### src/rtl/proc_pkg.sv
`default_nettype none
// ============================================================================
// Module   : proc_pkg
// Purpose  : Shared opcode constants, instruction class, sequencer state and
//            decoded instruction-kind types for the bus-datapath sequencer.
// Revision : 1.0 - initial release
// ============================================================================
package proc_pkg;

    localparam logic [3:0] OP_LOAD   = 4'b0000;
    localparam logic [3:0] OP_COPY   = 4'b0001;
    localparam logic [3:0] OP_ADD    = 4'b0010;
    localparam logic [3:0] OP_ALU_LO = 4'b0010;
    localparam logic [3:0] OP_ALU_HI = 4'b1011;

    typedef enum logic [1:0] {
        CLS_REG  = 2'b00,
        CLS_ADDI = 2'b01,
        CLS_ILL  = 2'b10,
        CLS_SUBI = 2'b11
    } cls_e;

    typedef enum logic [1:0] {
        FETCH = 2'd0,
        T1    = 2'd1,
        T2    = 2'd2,
        T3    = 2'd3
    } st_e;

    typedef enum logic [2:0] {
        K_LOAD = 3'd0,
        K_COPY = 3'd1,
        K_ALU  = 3'd2,
        K_ADDI = 3'd3,
        K_SUBI = 3'd4,
        K_ILL  = 3'd5
    } kind_e;

endpackage : proc_pkg
`default_nettype wire

### src/rtl/proc_ir_decode.sv
`default_nettype none
// ============================================================================
// Module   : proc_ir_decode
// Purpose  : Combinational instruction decoder: register fields, opcode,
//            instruction kind and the (possibly negated) immediate value.
// Revision : 1.0 - initial release
// ============================================================================
module proc_ir_decode
    import proc_pkg::*;
#(
    parameter  int REG_AW = 2,
    parameter  int DATA_W = 10,
    localparam int IR_W   = 2*REG_AW+6
) (
    input  logic [IR_W-1:0]   ir,
    output logic [REG_AW-1:0] rx,
    output logic [REG_AW-1:0] ry,
    output logic [3:0]        op,
    output kind_e             kind,
    output logic [DATA_W-1:0] imm_val
);

    localparam int IMM_W = REG_AW+4;

    cls_e              w_cls;
    logic [IMM_W-1:0]  w_field;
    logic [DATA_W-1:0] w_zext;

    assign rx      = ir[IR_W-1 -: REG_AW];
    assign ry      = ir[IR_W-1-REG_AW -: REG_AW];
    assign op      = ir[5:2];
    assign w_cls   = cls_e'(ir[1:0]);
    // The immediate reuses the Ry and op bits as one contiguous field.
    assign w_field = ir[IMM_W+1:2];
    assign w_zext  = DATA_W'(w_field);

    // Classify the instruction; class 10 and reserved register ops are illegal.
    always_comb begin
        kind = K_ILL;
        case (w_cls)
            CLS_REG: begin
                if (op == OP_LOAD)
                    kind = K_LOAD;
                else if (op == OP_COPY)
                    kind = K_COPY;
                else if (op >= OP_ALU_LO && op <= OP_ALU_HI)
                    kind = K_ALU;
                else
                    kind = K_ILL;
            end
            CLS_ADDI: kind = K_ADDI;
            CLS_SUBI: kind = K_SUBI;
            default:  kind = K_ILL;
        endcase
    end

    // SUBI feeds the adder with the negated immediate, wrapping at bus width.
    assign imm_val = (kind == K_SUBI) ? (-w_zext) : w_zext;

endmodule : proc_ir_decode
`default_nettype wire

### src/rtl/proc_sequencer.sv
`default_nettype none
// ============================================================================
// Module   : proc_sequencer
// Purpose  : Multi-cycle instruction sequencer for the shared-bus datapath,
//            with fetch handshake, LOAD data stall and illegal-op reporting.
// Revision : 1.0 - initial release
// ============================================================================
module proc_sequencer
    import proc_pkg::*;
#(
    parameter  int REG_AW = 2,
    parameter  int DATA_W = 10,
    localparam int IR_W   = 2*REG_AW+6
) (
    input  logic              clk,
    input  logic              rst_n,
    input  logic [IR_W-1:0]   instr_in,
    input  logic              instr_valid,
    output logic              instr_ready,
    input  logic              data_valid,
    output logic [DATA_W-1:0] imm,
    output logic              imm_en,
    output logic [REG_AW-1:0] rin,
    output logic [REG_AW-1:0] rout,
    output logic              enw,
    output logic              enr,
    output logic              ain,
    output logic              gin,
    output logic              gout,
    output logic [3:0]        alu_op,
    output logic              ext,
    output logic              busy,
    output logic              instr_done,
    output logic              illegal
);

    st_e               r_state;
    logic [IR_W-1:0]   r_ir;
    logic [REG_AW-1:0] w_rx;
    logic [REG_AW-1:0] w_ry;
    logic [3:0]        w_op;
    kind_e             w_kind;
    logic [DATA_W-1:0] w_imm;

    proc_ir_decode #(
        .REG_AW (REG_AW),
        .DATA_W (DATA_W)
    ) u_decode (
        .ir      (r_ir),
        .rx      (w_rx),
        .ry      (w_ry),
        .op      (w_op),
        .kind    (w_kind),
        .imm_val (w_imm)
    );

    // Timestep state machine and instruction register.
    always_ff @(posedge clk or negedge rst_n) begin
        if (!rst_n) begin
            r_state <= FETCH;
            r_ir    <= '0;
        end else begin
            case (r_state)
                FETCH: begin
                    if (instr_valid) begin
                        r_ir    <= instr_in;
                        r_state <= T1;
                    end
                end
                T1: begin
                    case (w_kind)
                        K_LOAD:                r_state <= data_valid ? FETCH : T1;
                        K_ALU, K_ADDI, K_SUBI: r_state <= T2;
                        default:               r_state <= FETCH;
                    endcase
                end
                T2:      r_state <= T3;
                default: r_state <= FETCH;
            endcase
        end
    end

    // Control outputs decoded from timestep and instruction; one bus driver max.
    always_comb begin
        instr_ready = (r_state == FETCH);
        busy        = (r_state != FETCH);
        imm         = '0;
        imm_en      = 1'b0;
        rin         = '0;
        rout        = '0;
        enw         = 1'b0;
        enr         = 1'b0;
        ain         = 1'b0;
        gin         = 1'b0;
        gout        = 1'b0;
        alu_op      = 4'b0000;
        ext         = 1'b0;
        instr_done  = 1'b0;
        illegal     = 1'b0;
        case (r_state)
            T1: begin
                case (w_kind)
                    K_LOAD: begin
                        ext = 1'b1;
                        rin = w_rx;
                        if (data_valid) begin
                            enw        = 1'b1;
                            instr_done = 1'b1;
                        end
                    end
                    K_COPY: begin
                        enr        = 1'b1;
                        rout       = w_ry;
                        enw        = 1'b1;
                        rin        = w_rx;
                        instr_done = 1'b1;
                    end
                    K_ALU, K_ADDI, K_SUBI: begin
                        enr  = 1'b1;
                        rout = w_rx;
                        ain  = 1'b1;
                    end
                    default: begin
                        illegal    = 1'b1;
                        instr_done = 1'b1;
                    end
                endcase
            end
            T2: begin
                gin = 1'b1;
                if (w_kind == K_ALU) begin
                    enr    = 1'b1;
                    rout   = w_ry;
                    alu_op = w_op;
                end else begin
                    imm_en = 1'b1;
                    imm    = w_imm;
                    alu_op = OP_ADD;
                end
            end
            T3: begin
                gout       = 1'b1;
                enw        = 1'b1;
                rin        = w_rx;
                alu_op     = (w_kind == K_ALU) ? w_op : OP_ADD;
                instr_done = 1'b1;
            end
            default: ;
        endcase
    end

endmodule : proc_sequencer
`default_nettype wire

### config.mk
export PLATFORM = sky130hd
export DESIGN_NAME = proc_sequencer
export DESIGN_NICKNAME = d
export VERILOG_FILES = /design/src/rtl/proc_pkg.sv /design/src/rtl/proc_ir_decode.sv /design/src/rtl/proc_sequencer.sv
export SDC_FILE = /design/constraint.sdc
export NUM_CORES = 1
export LEC_CHECK = 0
export CAP_MARGIN = 40
export CORE_MARGIN = 3
export CORE_UTILIZATION = 41
export CTS_BUF_LIST = sky130_fd_sc_hd__clkbuf_8
export DETAILED_ROUTE_END_ITERATION = 6
export GPL_TIMING_DRIVEN = 0
export PLACE_DENSITY = 0.84
export SLEW_MARGIN = 20
export SYNTH_ARGS = -nofsm -noshare
export SYNTH_HDL_FRONTEND = slang
export SYNTH_SLANG_ARGS = --single-unit
### constraint.sdc
create_clock -name clk -period 2.1 [get_ports clk]
set_clock_uncertainty 0.1 [all_clocks]
set_input_delay 0.42 -clock clk [delete_from_list [all_inputs] [get_ports clk]]
set_output_delay 0.42 -clock clk [all_outputs]
set_load 0.005 [all_outputs]
==> results.cfg <==
[outcome]
outcome = finished with violations
violations = negative setup slack

[global_routing]
track_usage_pct = 24.1
grt_pass1_vias = 1377
grt_max_degree = 13
grt_antenna_before_repair = 0
grt_pass1_wl_um = 6350
grt-ovfl-total = 0

[timing]
fin_tns_setup_ns = -7.77
fmax_mhz = 388
setup_viol = 25
hold_viol_final = 0
finalCritPeriodShare_pct = 123
worst_slew_pin_slew_ns = 0.557
finalCriticalPeriod_ns = 2.58
rsz0062_at_grt = true
layout_setup_ws_ns = -0.478
slew_headroom_pct = 62.7
maxSlewViolCount = 0
timing.hold.ws_ns = 0.439

[cts]
clk_path_buf_depth = 2
clk_latency_ns = 0.24
htree_levels = 1
cts.clk_slew.worst_paths_ns = 0.06
cts_tree = built
numCtsBuffers = 3
clock_sinks = 12
clockRootBuffer = clkbuf_8

[setup_path]
crit_type = reg -> out
critPathRequiredTime_ns = 1.58
arrival_ns = 2.06
critical_path.max_fanout = 4
crit_path_start_kind = flop
worstSetupEndpointType = output port

[power]
p_leak_nw = 0.915
power_density_nw_per_um2 = 1760
peakVddDrop_mv = 1.31

[floorplanning]
ios = 43
die-area_um2 = 3370
initial_core_util_pct = 44.0
die_h_um = 58.0
design.core.area_um2 = 2520
rows = 18
die_w_um = 58.0

[finish]
syn_to_final_growth_pct = 85.1
drive_gt1_share_pct = 61.1
diodes = 0
fin_nets = 227
final_util_pct = 81.4
final_area_um2 = 2050
nFillCells = 129
stdcell_count = 233

[yosys]
synth_area_leaders = dfrtp_1, mux2_2, ha_1, nor2_1, and2_1
avgSynthCellArea_um2 = 9.10
yosysSeqAreaShare_pct = 27.1
synthesis.nets = 144
synth.top_cell.area_share_pct = 27.1
synth-seq-cells = 12
synth_edf_count = 0
synth_cells = 122
ys.flop_type = dfrtp_1
yosys.cell_types.count = 39
yosys_warnings = 0
async_flop_share_pct = 100
post-synth-top-area-cell = dfrtp_1
syn_area_um2 = 1110

[place]
postPlaceCellArea_um2 = 1570
dp_cells = 194
place_congestion = 0.759
dp_hpwl_um = 2300
numPortBuffers = 42

[routing]
vias = 1365
drc = 0
drt_pass1_iterations = 4
ant_nets = 0
routed_wl_um = 4650
post_drt_wl_per_cell_um = 20.0
dr.first_iter.drc_count = 60
vias_per_cell = 5.86

[run]
drv_cap = 0

[min_path]
min_path_type = in -> async
## cells in the final DEF, fill, tap and decap left out, types with 3 or more instances in the layout
master	count
inv_2	3
clkbuf_2	3
dfrtp_1	9
clkbuf_8	3
mux2_2	10
ha_4	6
nor3_1	3
clkdlybuf4s50_1	16
nand2_1	5
o21ai_0	4
nand2b_1	3
and2_1	4
dfrtp_2	3
buf_2	18
buf_4	28
nor2_1	11
nand3_1	5
buf_6	13
## power breakdown
part           internal (W)  switching (W)
Combinational       0.00150        0.00137
Sequential         0.000357       0.000190
Clock              0.000126      0.0000837
## cells in the mapped netlist (all sizes together), types with 2 or more instances
| cell type | n |
|---|---|
| and2 | 6 |
| o21bai | 5 |
| nand3 | 5 |
| nand2 | 7 |
| nor2 | 15 |
| nand2b | 3 |
| o2bb2ai | 2 |
| buf | 5 |
| o21ai | 6 |
| a31oi | 3 |
| mux2 | 10 |
| a21oi | 4 |
| dfrtp | 12 |
| nor3 | 6 |
| and3 | 2 |
| or2 | 2 |
| ha | 8 |
| or3b | 2 |
| xor2 | 2 |
| inv | 6 |
## timing repair
item | 4_1_cts | 5_1_grt
setup endpoints to repair | 27 | 29
resized for setup | 123 | 34
hold buffers | 0 | 0
setup buffers | 26 | 12
pin swaps | 19 | 17
## path summary, 6_finish.rpt
kind	to	cells past startpoint	slack [ns]	startpoint
max in group asynchronous	r_ir[2]	1	1.05	rst_n
min in group clk	r_ir[9]	1	0.46	r_ir[9]
min reg2reg	r_ir[9]	1	0.46	r_ir[9]
max reg2reg	r_state[0]	8	0.10	r_ir[2]
min	r_ir[8]	1	0.44	rst_n
max	rout[0]	9	-0.48	r_ir[3]
## area by class of cell
cell class	count	area [um2]	share of cell area, %
buffer	4	35.0	1.71
clock buffer	3	41.3	2.01
inverter	6	25.0	1.22
multi-input combinational	99	957	46.6
sequential	12	304	14.8
tap	30	37.5	1.83
timing repair buffer	79	654	31.9
## per-stage QoR
stage | total power, W | setup slack [ns]
after global placement | 0.00218 | -0.620
after floorplan | 0.00156 | 0.0174
after CTS | 0.00302 | -0.374
final | 0.00362 | -0.478
after global routing | 0.00378 | -0.502
after detailed placement | 0.00225 | -0.702
## critical path, cell delays in order, from the launching register on
cell and delay (ns):
dfrtp_2 0.41, inv_2 0.07, buf_6 0.12, ha_4 0.15, o21bai_4 0.18, a21boi_2 0.21, mux2i_2 0.31, buf_4 0.18
o2bb2ai_2 0.06, buf_2 0.12
## layer usage
layer / track usage [%] / share of wire, % / routed length (um) / vias up
li1: - / - / - / 591
met1: 28.3 / 39 / 1840 / 661
met2: 43.2 / 50 / 2330 / 93
met3: 3.12 / 6.9 / 321 / 20
met4: 11.3 / 3.6 / 167 / 0
met5: 0 / 0 / 0 / -
## state kept, by name, summed over array words and instances (netlist names)
signal   flops
r_ir        10
r_state      2
## cells by family after synthesis
group / count (synthesis) / synth area share, %
flops: 12 / 27.1
buf+inv: 11 / 5.64
mux: 11 / 11.0
xor+xnor: 3 / 2.37
compound gates: 25 / 19.5
simple gates: 52 / 25.4
fa+ha+maj: 8 / 9.02
No activity file was read; power rests on OpenSTA's default activity.
